[src/rtl/dmem_arb_pkg.sv]
// Shared types and defaults for the data-memory arbiter.
//   state_t : arbiter FSM states
//   CORE/DMA: requester ids, used to index per-requester vectors
//   rsp_t   : registered response bundle returned to a requester
package dmem_arb_pkg;

  typedef enum logic {
    S_IDLE      = 1'b0,
    S_DMA_BURST = 1'b1
  } state_t;

  localparam int CORE    = 0;
  localparam int DMA     = 1;
  localparam int NUM_REQ = 2;

  localparam int ADDR_W_DEF    = 32;
  localparam int DATA_W_DEF    = 32;
  localparam int MEM_BYTES_DEF = 110;
  localparam int MAX_WAIT_DEF  = 4;
  localparam int BURST_LEN_DEF = 4;

  typedef struct packed {
    logic                  rvalid;
    logic                  err;
    logic [DATA_W_DEF-1:0] rdata;
  } rsp_t;

endpackage

[src/rtl/dmem_addr_check.sv]
// Combinational legality check for a word access.
//   addr : byte address of the access
//   err  : 1 when addr is not word aligned or the word would run past
//          the last legal word address (MEM_BYTES-4), unsigned compare
module dmem_addr_check #(
  parameter int ADDR_W    = 32,
  parameter int MEM_BYTES = 110
) (
  input  logic [ADDR_W-1:0] addr,
  output logic              err
);

  localparam logic [ADDR_W-1:0] LAST_WORD = ADDR_W'(MEM_BYTES - 4);

  assign err = (addr[1:0] != 2'b00) || (addr > LAST_WORD);

endmodule

[src/rtl/dmem_arbiter.sv]
// Two-requester arbiter for a single-port data memory.
//   core_* : pipeline MEM stage port (priority requester)
//   dma_*  : loader / debug port, protected from starvation and allowed
//            bounded bursts
//   *_gnt  : combinational grant, access happens in the same cycle
//   *_rvalid/_rdata/_err : registered response, one cycle after grant
//   mem_*  : drive to the memory macro (combinational read, write on
//            posedge when mem_memwrite is high)
module dmem_arbiter
  import dmem_arb_pkg::*;
#(
  parameter int ADDR_W    = ADDR_W_DEF,
  parameter int DATA_W    = DATA_W_DEF,
  parameter int MEM_BYTES = MEM_BYTES_DEF,
  parameter int MAX_WAIT  = MAX_WAIT_DEF,
  parameter int BURST_LEN = BURST_LEN_DEF
) (
  input  logic              clk,
  input  logic              reset,
  input  logic              core_req,
  input  logic              core_we,
  input  logic [ADDR_W-1:0] core_addr,
  input  logic [DATA_W-1:0] core_wdata,
  output logic              core_gnt,
  output logic              core_stall,
  output logic              core_rvalid,
  output logic [DATA_W-1:0] core_rdata,
  output logic              core_err,
  input  logic              dma_req,
  input  logic              dma_we,
  input  logic [ADDR_W-1:0] dma_addr,
  input  logic [DATA_W-1:0] dma_wdata,
  output logic              dma_gnt,
  output logic              dma_rvalid,
  output logic [DATA_W-1:0] dma_rdata,
  output logic              dma_err,
  output logic [ADDR_W-1:0] mem_addr,
  output logic [DATA_W-1:0] mem_wdata,
  output logic              mem_memwrite,
  input  logic [DATA_W-1:0] mem_rdata
);

  localparam int SW = (MAX_WAIT  < 1) ? 1 : $clog2(MAX_WAIT + 1);
  localparam int BW = (BURST_LEN < 1) ? 1 : $clog2(BURST_LEN + 1);

  state_t          state, state_nxt;
  logic [SW-1:0]   starve_cnt, starve_nxt;
  logic [BW-1:0]   beat_cnt, beat_nxt, beat_inc;
  logic            starved;

  logic [NUM_REQ-1:0]             gnt;
  logic [NUM_REQ-1:0]             req_we;
  logic [NUM_REQ-1:0][ADDR_W-1:0] req_addr;
  logic [NUM_REQ-1:0][DATA_W-1:0] req_wdata;

  logic [ADDR_W-1:0] g_addr;
  logic [DATA_W-1:0] g_wdata;
  logic              g_we;
  logic              err_now;

  rsp_t rsp_q [NUM_REQ];

  assign req_we[CORE]    = core_we;
  assign req_we[DMA]     = dma_we;
  assign req_addr[CORE]  = core_addr;
  assign req_addr[DMA]   = dma_addr;
  assign req_wdata[CORE] = core_wdata;
  assign req_wdata[DMA]  = dma_wdata;

  assign starved  = (starve_cnt == SW'(MAX_WAIT));
  assign beat_inc = beat_cnt + 1'b1;

  // Grant decode and next state. Reset blocks every grant so nothing is
  // written and no response is queued while reset is held.
  always_comb begin
    gnt       = '0;
    state_nxt = state;
    beat_nxt  = beat_cnt;
    if (!reset) begin
      unique case (state)
        S_IDLE: begin
          if (dma_req && (!core_req || starved)) begin
            gnt[DMA]  = 1'b1;
            beat_nxt  = BW'(1);
            state_nxt = (BURST_LEN > 1) ? S_DMA_BURST : S_IDLE;
          end else if (core_req) begin
            gnt[CORE] = 1'b1;
          end
        end
        S_DMA_BURST: begin
          if (dma_req) begin
            gnt[DMA] = 1'b1;
            beat_nxt = beat_inc;
            if (beat_inc == BW'(BURST_LEN)) state_nxt = S_IDLE;
          end else begin
            gnt[CORE] = core_req;
            state_nxt = S_IDLE;
          end
        end
        default: state_nxt = S_IDLE;
      endcase
    end
  end

  // Starvation counter: counts consecutive denied DMA cycles, saturating.
  always_comb begin
    starve_nxt = starve_cnt;
    if ((state == S_DMA_BURST && state_nxt == S_IDLE) || gnt[DMA] || !dma_req)
      starve_nxt = '0;
    else if (!starved)
      starve_nxt = starve_cnt + 1'b1;
  end

  always_ff @(posedge clk) begin
    if (reset) begin
      state      <= S_IDLE;
      starve_cnt <= '0;
      beat_cnt   <= '0;
    end else begin
      state      <= state_nxt;
      starve_cnt <= starve_nxt;
      beat_cnt   <= beat_nxt;
    end
  end

  // Granted-side mux; at most one bit of gnt is set, zeros when idle.
  always_comb begin
    g_addr  = '0;
    g_wdata = '0;
    g_we    = 1'b0;
    for (int i = 0; i < NUM_REQ; i++) begin
      if (gnt[i]) begin
        g_addr  = req_addr[i];
        g_wdata = req_wdata[i];
        g_we    = req_we[i];
      end
    end
  end

  dmem_addr_check #(
    .ADDR_W    (ADDR_W),
    .MEM_BYTES (MEM_BYTES)
  ) u_addr_check (
    .addr (g_addr),
    .err  (err_now)
  );

  assign mem_addr     = g_addr;
  assign mem_wdata    = g_wdata;
  assign mem_memwrite = (|gnt) & g_we & ~err_now;

  always_ff @(posedge clk) begin
    for (int i = 0; i < NUM_REQ; i++) begin
      if (reset) begin
        rsp_q[i] <= '0;
      end else begin
        rsp_q[i].rvalid <= gnt[i];
        rsp_q[i].err    <= gnt[i] & err_now;
        rsp_q[i].rdata  <= (gnt[i] & ~g_we & ~err_now) ? mem_rdata : '0;
      end
    end
  end

  assign core_gnt    = gnt[CORE];
  assign dma_gnt     = gnt[DMA];
  assign core_stall  = core_req & ~gnt[CORE];
  assign core_rvalid = rsp_q[CORE].rvalid;
  assign core_err    = rsp_q[CORE].err;
  assign core_rdata  = rsp_q[CORE].rdata;
  assign dma_rvalid  = rsp_q[DMA].rvalid;
  assign dma_err     = rsp_q[DMA].err;
  assign dma_rdata   = rsp_q[DMA].rdata;

endmodule
[config.mk]
export PLATFORM = sky130hd
export DESIGN_NAME = dmem_arbiter
export DESIGN_NICKNAME = d
export VERILOG_FILES = /design/src/rtl/dmem_arb_pkg.sv /design/src/rtl/dmem_addr_check.sv /design/src/rtl/dmem_arbiter.sv
export SDC_FILE = /design/constraint.sdc
export NUM_CORES = 1
export LEC_CHECK = 0
export BUFFER_PORTS_ARGS = -buffer_cell sky130_fd_sc_hd__buf_2
export CORE_AREA = 2 2 117 119
export DETAILED_ROUTE_END_ITERATION = 7
export DIE_AREA = 0 0 119 121
export SLEW_MARGIN = 15
export SYNTH_ARGS = -nofsm -noshare
export SYNTH_HDL_FRONTEND = slang
export SYNTH_SLANG_ARGS = --single-unit
[constraint.sdc]
create_clock -name clk -period 3.3 [get_ports clk]
set_input_delay 0.33 -clock clk [delete_from_list [all_inputs] [get_ports clk]]
set_output_delay 0.33 -clock clk [all_outputs]
set_load 0.02 [all_outputs]
# Word-level counts from Yosys, hierarchy flattened
# Memories as Yosys holds them, arrays and structs flattened.
# Cells that the tools add are included.
# Widths: inputs -> output; s select.
[classes] add_sub_neg=2 multipliers=0 div_mod_pow=0 magnitude_cmp=1 eq_ne=4 shifts=0 n_mux=31 n_bitwise=20 reduce_logical=12
[ops] operator="$mux 32" count=8
[ops] operator="$gt 32x7->1 const B" count=1
[ops] operator="$mux 1" count=17
[ops] operator="$and 1x1->1" count=9
[ops] operator="$add 3x1->3 const B" count=2
[ops] operator="$eq 3x3->1 const B" count=2
[ops] operator="$mux 3" count=2
[ops] operator="$or 1x1->1" count=6
[ops] operator="$pmux 3 s2" count=1
[ops] operator="$not 1->1" count=5
[ops] operator="$logic_or 1x1->1" count=4
[ops] operator="$ne 2x2->1 const B" count=2
[ops] operator="$pmux 2 s2" count=1
[ops] operator="$reduce_or 2->1" count=2
[ops] operator="$logic_and 1x1->1" count=2
[ops] operator="$logic_not 1->1" count=2
[ops] operator="$mux 2" count=1
[ops] operator="$pmux 1 s2" count=1
[ops] operator="$reduce_and 2->1" count=1
[ops] operator="$reduce_bool 2->1" count=1
[word_totals] reg_bits=7 latchBits=0 mem_bits_rw=68 romBits=0 in_bits=166 out_inout_bits=136 elab_cells=74 memories=1
[memory_table] memory="rsp_q" words=2 width=34 rd=2 rd_clocked_by_memory_dff=0 write_ports=2 line="dmem_arbiter.sv:61" source="rsp_t rsp_q [NUM_REQ];"

# Logic depth before layout (Yosys ltp)
# Gate-level depths: netlist of the first run.
[depth] word_depth=14 mapped_depth=10 depth_no_buf=7

# Cells and area by module
# From an unflattened synthesis of the first run, not the netlist that was laid out.
[hier_totals] hier_cells=278 hier_area_um2=2986.6
[modules_own_cells] mod="dmem_arbiter" n_inst=1 cells_per_inst=266 area_each_um2=2901.5
[modules_own_cells] mod="dmem_addr_check" n_inst=1 cells_per_inst=12 area_each_um2=85.1

# Least setup slack after synthesis of the first run
# OpenSTA, ideal clock, no wires.
[synth_path] kind="reg-to-output" from="reg starve_cnt[0]" to="out mem_memwrite" arrival_ns=2.423 path_slack_ns=0.547 path_stages_with_launch=11 path_cell_list="dfxtp_1 > inv_1 > ha_1 > a21bo_1 > buf_2 > o21a_1 > a22o_1 > o31a_1 > buf_4 > buf_6 > nor3_2"
[synth_via] elab_chain_cells=12 word_cells_on_any_way=18 cone_classes="order compare (1); eq/ne (1); mux (8); bitwise (3); reduce/logical (5)"
[synth_lines] element="start: declaration" line="dmem_arbiter.sv:47" source="logic [SW-1:0] starve_cnt, starve_nxt;"
[synth_lines] element="start signal: assignment" line="dmem_arbiter.sv:121" source="starve_cnt <= starve_nxt;"
[synth_lines] element="$eq 3x3->1 (*)" line="dmem_arbiter.sv:70" source="assign starved = (starve_cnt == SW'(MAX_WAIT));"
[synth_lines] element="$logic_or 1x1->1 (*)" line="dmem_arbiter.sv:82" source="if (dma_req && (!core_req || starved)) begin"
[synth_lines] element="$logic_and 1x1->1 (*)" line="dmem_arbiter.sv:82"
[synth_lines] element="$mux 1" line="dmem_arbiter.sv:82"
[synth_lines] element="$pmux 2 s2 (*)" line="dmem_arbiter.sv:80" source="unique case (state)"
[synth_lines] element="$mux 2 (*)" line="dmem_arbiter.sv:79" source="if (!reset) begin"
[synth_lines] element="$mux 32" line="dmem_arbiter.sv:132" source="if (gnt[i]) begin"
[synth_lines] element="$mux 32 (*)" line="dmem_arbiter.sv:132"
[synth_lines] element="net mem_addr[4]" line="dmem_arbiter.sv:37" source="output logic [ADDR_W-1:0] mem_addr,"
[synth_lines] element="$gt 32x7->1 (*)" line="dmem_addr_check.sv:15" source="assign err = (addr[1:0] != 2'b00) || (addr > LAST_WORD);"
[synth_lines] element="$logic_or 1x1->1 (*)" line="dmem_addr_check.sv:15"
[synth_lines] element="$not 1->1 (*)" line="dmem_arbiter.sv:150" source="assign mem_memwrite = (|gnt) & g_we & ~err_now;"
[synth_lines] element="$and 1x1->1 (*)" line="dmem_arbiter.sv:150"
[synth_lines] element="end: declaration" line="dmem_arbiter.sv:39" source="output logic mem_memwrite,"
# Mark *: on every way through the listed nets, which the timed path passes. The rest lies on a longest branch.

# Final worst setup path of the first run
[layout_path] from="reg starve_cnt[0]" to="out mem_memwrite"
[layout_via] elab_chain_cells=12 word_cells_on_any_way=18 cone_classes="order compare (1); eq/ne (1); mux (8); bitwise (3); reduce/logical (5)"
[layout_lines] element="$eq 3x3->1 (*)" line="dmem_arbiter.sv:70"
[layout_lines] element="$logic_or 1x1->1 (*)" line="dmem_arbiter.sv:82"
[layout_lines] element="$logic_and 1x1->1 (*)" line="dmem_arbiter.sv:82"
[layout_lines] element="$mux 1" line="dmem_arbiter.sv:82"
[layout_lines] element="$pmux 2 s2 (*)" line="dmem_arbiter.sv:80"
[layout_lines] element="$mux 2 (*)" line="dmem_arbiter.sv:79"
[layout_lines] element="$mux 32 (2 in series)" line="dmem_arbiter.sv:132"
[layout_lines] element="$gt 32x7->1 / $reduce_bool 2->1 (equally long branches)" line="dmem_addr_check.sv:15"
[layout_lines] element="$logic_or 1x1->1" line="dmem_addr_check.sv:15"
[layout_lines] element="$not 1->1" line="dmem_arbiter.sv:150"
[layout_lines] element="$and 1x1->1 (*)" line="dmem_arbiter.sv:150"
# Every way passes the cells marked *; elsewhere a longest branch is shown, timed or not.

==> out/results.ini, run 1 <==
[status]
outcome = completed

[final_layout]
area_growth_syn_to_layout_pct = 49.0
layout-drive-gt1-share_pct = 56.1
fillerInstances = 1333
finalCoreUtilization_pct = 43.8
num-nets-final = 837

[worst_setup_path]
crit_path_start_kind = flip-flop
timing.critical_path.cells = inv_1 -> ha_1 -> a21bo_1 -> o21a_4 -> a22o_1 -> o31a_2 -> nor3_2 -> buf_2
cp_data_required_time_ns = 2.97
cpMaxStageDelayCell = o31a_2
path_max_fanout = 15
critical_path_arrival_ns = 2.65
critical_path_class = flip-flop to primary output
max_stage_delay_ns = 0.42
critical_path.endpoint_type = primary output

[cts]
cts.root.buffer_cell = clkbuf_16
path_clk_slew_ns = 0.05
cts.repair.resized = 0
cts-buffers-inserted = 9
htree_num_levels = 3
tritoncts_num_sinks = 75
clock_path_buffers = 2
clk-insertion-delay-late_ns = 0.33
cts_tree = built
number_of_post_cts_setup_repair_buffers = 0
hold_buffers = 0

[routing]
remaining_drc_errors = 0
routed-via-count = 4250
wl_met1_mm = 6.05
detail_route.wirelength_mm = 15.0
route.detailed.vias_per_inst = 5.01
dr.first_iter.drc_count = 341
postRouteAntennaNets = 0
met3_routed_wirelength_mm = 1.13
detail_route.first_pass.iterations = 4
met2_length_mm = 7.48
dr.max_layer_used = met4
post_drt_wl_per_cell_um = 17.6

[yosys]
synthTopCellsByArea = dfxtp_1 39%, a22o_1 13%, nor3_2 13%
synth-edff-count = 0
seq_area_frac_synth_pct = 39.1
async_flop_share_pct = 0
synth.avg_cell_area_um2 = 9.75
synth_top_cells_by_count = 75 x dfxtp_1, 65 x nand3b_1, 58 x a22o_1
ys_dominant_reg_cell = dfxtp_1
synth.yosys.warnings = 0
syn-num-nets = 564
synth_most_common_cell = dfxtp_1
synthesis.area_um2 = 3840
netlist.top_cell.by_area = dfxtp_1
postSynthRegisterBits = 75
cell_variety_after_synth = 38
synth_largest_type_area_fraction_pct = 39.1
postSynthCellCount = 394

[global_route]
overflow = 0
global_route_wire_length_before_repair_mm = 22.2
grt_max_degree = 65
grt_pass1_vias = 4122
grt.total_usage_pct = 19.7
antenna_found_initial = 2

[hold_path]
hp-class = input pin to flip-flop

[floorplanning]
die_height_um = 121
design.core.area_um2 = 13100
die_width_um = 119
core.rowCount = 42
io_pins = 302
fp.dieArea_um2 = 14400
initial_core_util_pct = 29.4

[pwr]
power.static_leakage_nw = 2.87
power_per_cell_area_nw_per_um2 = 418
total_power_mw = 2.39
vdd_ir_drop_max_v = 0.000184

[place]
dp_hpwl_mm = 11.7
place.port_buffers = 301
pre_cts_slack_ns = 0.643
final_estimated_routing_congestion_in_global_placement = 0.892

[timing]
timing.final.hold_violations = 0
setup_tns_ns = 0
transition_time_at_the_pin_with_the_least_slew_margin_ns = 0.951
final_slew_violations = 0
timing.final.crit_share_pct = 90.4
rsz0062_at_grt = no
post-route-min-period_ns = 2.98
worst_slack_ns = 0.317
timing.slew.headroom_pct = 36.6
final.setup_skew_ns = 0.00476
report.final.setup_viol = 0
max_freq_mhz = 335
hold-worst-slack_ns = 0.252

[flow_run]
cap_violations = 0

-- final cells by class --
cell class                      count  area [um^2]  area share [%]
Multi-Input combinational cell    268         2120            37.1
Timing Repair Buffer              308         1570            27.4
Sequential cell                    75         1500            26.2
Clock buffer                       14          254            4.44
Tap cell                          176          220            3.85
Clock inverter                      2         35.0           0.612
Inverter                            5         18.8           0.328
Antenna cell                        1         2.50          0.0437
-- metal layers --
metal | up-vias | GRT usage [%]
met2 | 195 | 34.4
met1 | 2003 | 23.5
met4 | 0 | 6.99
met3 | 22 | 4.89
li1 | 2030 | -
met5 | - | 0
-- worst paths after layout --
| kind | start | depth (start not counted) | slack [ns] | end |
|---|---|---|---|---|
| worst min register to register | starve_cnt[0]$_SDFFE_PP0N_ | 1 | 0.46 | starve_cnt[0]$_SDFFE_PP0N_ |
| worst max register to register | starve_cnt[0]$_SDFFE_PP0N_ | 8 | 0.72 | rsp_q[0][11]$_SDFF_PP0_ |
| worst max-delay path | starve_cnt[0]$_SDFFE_PP0N_ | 8 | 0.32 | mem_memwrite |
| worst min-delay path | reset | 2 | 0.25 | beat_cnt[1]$_SDFFE_PP0P_ |
-- power by group --
part	leakage, nW	internal [mW]	switching, mW
sequential	0.607	0.926	0.00873
combinational	2.13	0.196	0.313
clock	0.141	0.605	0.345
total	2.87	1.73	0.667
-- kinds of logic after synthesis --
group | Yosys count | synth area share (%)
and+or+nand+nor | 176 | 34.4
DFF | 75 | 39.1
xor gates and xnor gates | 3 | 0.684
adders and majority gates | 4 | 1.30
AOI/OAI and AO/OA | 85 | 18.2
buffers and inverters | 51 | 6.38
-- placed cells by master (no fill, tap or decap), drive strengths merged, types with 2 or more instances in the layout --
master	Yosys	final
a21boi	2	2
nand2	7	7
nand3	8	8
xor2	2	2
a22oi	3	3
clkbuf	27	14
ha	4	4
a22o	58	58
o21a	2	2
inv	5	5
nor2b	3	3
dfxtp	75	75
nor4	12	12
a21oi	5	5
buf	19	308
o21ai	3	3
o211ai	5	5
nor2	5	5
and3	3	3
nand3b	65	65
nand4	6	6
nor3	65	65
-- flip-flops by register name (all words and copies together), names as in the netlist --
signal and cells:
beat_cnt 3, state 1, starve_cnt 3, rsp_q 68
-- worst max-delay path: cells and delay by family (launching register included) --
kind | cells | cell delay, ns
AOI/OAI and AO/OA | 4 | 1.31
DFF | 1 | 0.35
buffers and inverters | 2 | 0.27
adders and majority gates | 1 | 0.23
and+or+nand+nor | 1 | 0.16
-- through the flow --
stage / cells / area [um^2]
2_1_floorplan: 394 / 3840
3_3_place_gp: 832 / 5430
3_5_place_dp: 832 / 5430
4_1_cts: 848 / 5720
5_1_grt: 848 / 5720
6_report: 849 / 5730
Note: power is estimated with default switching activity, not from simulation.
==> run 2: changes to the inputs <==
Settings changed: PLACE_DENSITY from default to 0.68.
==> out/results.ini, run 2 (synthesis gave the netlist of run 1 again) <==
[place]
place.port_buffers = 301
placedCellCount = 831
pre_cts_slack_ns = 0.491
final_estimated_routing_congestion_in_global_placement = 0.890
dp_hpwl_mm = 11.9

[pwr]
share_seq_of_total_power_pct = 38.6
p_int_mw = 1.73
power.static_leakage_nw = 2.88
total_power_mw = 2.42
p_sw_share_pct = 28.6
vdd_ir_drop_max_v = 0.000229
power_per_cell_area_nw_per_um2 = 421
net-switching-power_mw = 0.690
clock_power_share_pct = 39.8
logic_gate_share_of_total_power_pct = 21.5

[cts]
path_clk_slew_ns = 0.05
cts.repair.resized = 0
tritoncts_num_sinks = 75
htree_num_levels = 3
hold_buffers = 0
cts.root.buffer_cell = clkbuf_16
cts_tree = built
cts-buffers-inserted = 9
clk-insertion-delay-late_ns = 0.33
clock_path_buffers = 2

[worst_setup_path]
path_max_fanout = 20
critical_path.endpoint_type = primary output
max_stage_delay_ns = 0.39
critical_path_class = flip-flop to primary output
timing.critical_path.cells = inv_1 -> ha_1 -> a21bo_1 -> o21a_4 -> a22o_1 -> o31a_2 -> nor3_2 -> buf_2
cpMaxStageDelayCell = o31a_2
cp_num_buf_inv = 2
critical_path_arrival_ns = 2.78
cp_data_required_time_ns = 2.97
crit_family = compound AO/OA/AOI/OAI gates
crit_path_start_kind = flip-flop

[routing]
routed-via-count = 4202
dr.first_iter.drc_count = 306
detail_route.first_pass.iterations = 4
route.detailed.vias_per_inst = 4.96
postRouteAntennaNets = 0
post_drt_wl_per_cell_um = 18.2
detail_route.wirelength_mm = 15.4
remaining_drc_errors = 0

[global_route]
antenna_found_initial = 0
global_route_wire_length_before_repair_mm = 22.4
overflow = 0
grt.total_usage_pct = 20.0
grt_pass1_vias = 4102
grt_max_degree = 65

[timing]
final.setup_skew_ns = 0.00217
report.final.setup_viol = 0
max_freq_mhz = 321
final_slew_violations = 0
post-route-min-period_ns = 3.11
timing.final.crit_share_pct = 94.3
worst_slack_ns = 0.187
timing.slew.headroom_pct = 53.3
timing.final.hold_violations = 0
transition_time_at_the_pin_with_the_least_slew_margin_ns = 0.700
rsz0062_at_grt = no
setup_tns_ns = 0

[final_layout]
instances_no_fill = 848
largest_regs = rsp_q x68, beat_cnt x3, starve_cnt x3
layout-drive-gt1-share_pct = 56.5
num-nets-final = 837
largest_register = rsp_q
multiInputGateArea_um2 = 2130
sequential_cell_area_um2 = 1500
fillerInstances = 1351
area_growth_syn_to_layout_pct = 49.5
layout_common_cells = 301 x buf_2, 75 x dfxtp_1, 65 x nand3b_1, 58 x a22o_1, 50 x nor3_2
largest_register_ff_count = 68
antenna_cells_inserted = 0
layout.cells.most_common = buf_2

[flow_run]
cap_violations = 0

[floorplanning]
design.core.area_um2 = 13100
die_height_um = 121
io_pins = 302
die_width_um = 119
core.rowCount = 42
fp.dieArea_um2 = 14400
initial_core_util_pct = 29.4

[hold_path]
hp-class = input pin to flip-flop

[status]
outcome = completed

==> run 2: cell types whose count changed in the layout (fill, tap and decap cells not counted), sizes merged <==
cell,before,now
buf,308,307
clkbuf,14,11
clkinv,1,3
clkinvlp,0,1
diode,1,0
o21a,2,3
==> run 2: layer usage <==
metal  vias up  part of all wire [%]  track usage, %
met2       173                    51            36.1
met4         0                   3.0            8.26
li1       2032                     -               -
met3        29                   6.3            5.03
met1      1968                    39            22.5
met5         -                     0               0
==> run 2: through the flow <==
stage	utilization, %	cell area (um^2)	hold WS (ns)
global route	43.9	5740	0.255
floorplan	-	3840	0.399
CTS	43.8	5730	0.237
finish	43.9	5740	0.251
detailed placement	41.6	5440	0.445
global placement	41.6	5440	0.437
==> run 2: cell type report <==
class                   instances  share of cell area (%)
well taps                     176                    3.83
multi-input cells             269                    37.1
inverters                       5                   0.327
repair buffers                307                    27.5
clock inverters                 5                   0.915
flip-flops and latches         75                    26.1
clock buffers                  11                    4.23
==> run 2: worst reg2reg max path, delay by kind of cell, from the launching register on <==
kind | cells | cell delay, ns
and+or+nand+nor | 4 | 0.94
buffers and inverters | 2 | 0.61
DFF | 1 | 0.35
AOI/OAI and AO/OA | 1 | 0.30
adders and majority gates | 1 | 0.23
==> run 2: path summary, 6_finish.rpt <==
| kind | endpoint | slack (ns) | cells past startpoint | start |
|---|---|---|---|---|
| max | mem_memwrite | 0.19 | 8 | starve_cnt[0]$_SDFFE_PP0N_ |
| min | beat_cnt[2]$_SDFFE_PP0P_ | 0.25 | 2 | reset |
| max reg2reg | rsp_q[0][17]$_SDFF_PP0_ | 0.72 | 8 | starve_cnt[0]$_SDFFE_PP0N_ |
| min reg2reg | starve_cnt[0]$_SDFFE_PP0N_ | 0.45 | 1 | starve_cnt[0]$_SDFFE_PP0N_ |
==> run 2: repair_timing <==
action                                  4_1_cts  5_1_grt
setup buffers                                 0        0
hold endpoints to repair                      0        0
endpoints found under the setup margin        0        1
==> run 2: power by group through the flow <==
stage | Sequential, mW | Clock [mW] | Combinational [mW]
2_1_floorplan | 0.973 | 0 | 0.262
3_3_place_gp | 0.953 | 0 | 0.522
3_5_place_dp | 0.953 | 0 | 0.521
4_1_cts | 0.934 | 0.987 | 0.522
5_1_grt | 0.935 | 1.02 | 0.556
6_report | 0.934 | 0.963 | 0.520
==> run 3: changes to the inputs <==
Settings changed: CAP_MARGIN from default to 20, RECOVER_POWER from default to 25.
==> out/results.ini, run 3 (synthesis gave the netlist of run 1 again) <==
[hold_path]
hp-class = input pin to flip-flop

[routing]
detail_route.first_pass.iterations = 4
remaining_drc_errors = 0
dr.first_iter.drc_count = 301
route.detailed.vias_per_inst = 4.99
detail_route.wirelength_mm = 15.5
routed-via-count = 4235
postRouteAntennaNets = 0
post_drt_wl_per_cell_um = 18.3

[worst_setup_path]
cp_num_buf_inv = 2
critical_path_arrival_ns = 2.78
critical_path_class = flip-flop to primary output
cpMaxStageDelayCell = o31a_2
cp_data_required_time_ns = 2.97
timing.critical_path.cells = inv_1 -> ha_1 -> a21bo_1 -> o21a_4 -> a22o_1 -> o31a_2 -> nor3_2 -> buf_2
crit_family = compound AO/OA/AOI/OAI gates
max_stage_delay_ns = 0.39
critical_path.endpoint_type = primary output
path_max_fanout = 20
crit_path_start_kind = flip-flop
reg2reg_setup_slack_ns = 0.72

[pwr]
power.static_leakage_nw = 2.65
power_per_cell_area_nw_per_um2 = 425
vdd_ir_drop_max_v = 0.000228
total_power_mw = 2.41

[cts]
tritoncts_num_sinks = 75
cts.repair.resized = 0
cts-buffers-inserted = 9
clock_path_buffers = 2
clk-insertion-delay-late_ns = 0.33
htree_num_levels = 3
path_clk_slew_ns = 0.05
number_of_post_cts_setup_repair_buffers = 0
cts.root.buffer_cell = clkbuf_16
cts_tree = built

[floorplanning]
io_pins = 302
fp.dieArea_um2 = 14400
design.core.area_um2 = 13100
die_width_um = 119
die_height_um = 121
initial_core_util_pct = 29.4
core.rowCount = 42

[timing]
hold-worst-slack_ns = 0.252
timing.final.crit_share_pct = 94.1
report.final.setup_viol = 0
rsz0062_at_grt = no
setup_tns_ns = 0
timing.slew.headroom_pct = 53.3
transition_time_at_the_pin_with_the_least_slew_margin_ns = 0.701
final_slew_violations = 0
timing.final.hold_violations = 0
final.setup_skew_ns = 0.00242
max_freq_mhz = 322
post-route-min-period_ns = 3.11

[final_layout]
antenna_cells_inserted = 0
layout-drive-gt1-share_pct = 48.8
largest_register_ff_count = 68
finalCoreUtilization_pct = 43.4
area_growth_syn_to_layout_pct = 47.8
layout_common_cells = 249 x buf_2, 75 x dfxtp_1, 65 x nand3b_1, 58 x a22o_1, 53 x clkbuf_1
finish.instance_area_um2 = 5680
largest_regs = rsp_q x68, beat_cnt x3, starve_cnt x3
fillerInstances = 1393
num-nets-final = 837
largest_register = rsp_q
layout.cells.most_common = buf_2

[flow_run]
cap_violations = 0

[global_route]
antenna_found_initial = 0
grt.total_usage_pct = 20.0
grt_max_degree = 65
overflow = 0
global_route_wire_length_before_repair_mm = 22.4
grt_pass1_vias = 4102

[place]
final_estimated_routing_congestion_in_global_placement = 0.890
placed_cell_area_um2 = 5440
place.port_buffers = 301
dp_hpwl_mm = 11.9

[status]
outcome = completed

run 3: worst paths after layout:
check,startpoint,to,cells past startpoint
worst min register to register,starve_cnt[0]$_SDFFE_PP0N_,starve_cnt[0]$_SDFFE_PP0N_,1
worst max register to register,starve_cnt[0]$_SDFFE_PP0N_,rsp_q[0][12]$_SDFF_PP0_,8
worst max-delay path,starve_cnt[0]$_SDFFE_PP0N_,mem_memwrite,8
worst min-delay path,reset,beat_cnt[2]$_SDFFE_PP0P_,2
run 3: metrics by stage:
stage | std cells | setup WS [ns]
3_3_place_gp | 831 | 0.506
2_1_floorplan | 394 | 0.547
5_1_grt | 848 | 0.0477
3_5_place_dp | 831 | 0.491
4_1_cts | 847 | 0.131
6_report | 848 | 0.193
run 3: area by class of cell:
cell class              count  area, um^2  share of cell area, %
inverters                   5        18.8                  0.331
well taps                 176         220                   3.88
flip-flops and latches     75        1500                   26.4
multi-input cells         269        2130                   37.5
repair buffers            307        1510                   26.6
clock inverters             5        52.6                  0.926
clock buffers              11         243                   4.28
run 3: report_power, final:
part	internal, mW	total (mW)	switching (mW)
logic	0.196	0.517	0.321
clock network	0.602	0.963	0.361
registers	0.925	0.934	0.00897
total	1.72	2.41	0.691
run 3: per-layer routing:
| metal | track usage [%] | up-vias | wire length (um) | part of all wire [%] |
|---|---|---|---|---|
| li1 | - | 2031 | - | - |
| met1 | 22.5 | 1986 | 6070 | 39 |
| met2 | 36.1 | 189 | 7910 | 51 |
| met3 | 5.03 | 29 | 1050 | 6.8 |
| met4 | 8.26 | 0 | 456 | 2.9 |
| met5 | 0 | - | 0 | 0 |
run 3: timing repair:
action / 4_1_cts / 5_1_grt
setup endpoints to repair: 0 / 1
hold endpoints to repair: 0 / 0
hold buffers: 0 / 0
run 3: worst reg2reg max path: stages, from the launching register on:
cell and delay [ns]:
dfxtp_1 0.35, inv_1 0.05, ha_1 0.23, nand3_2 0.15, and3_4 0.45, o21ai_0 0.30
nand3_4 0.16, buf_4 0.56, nor3_1 0.17
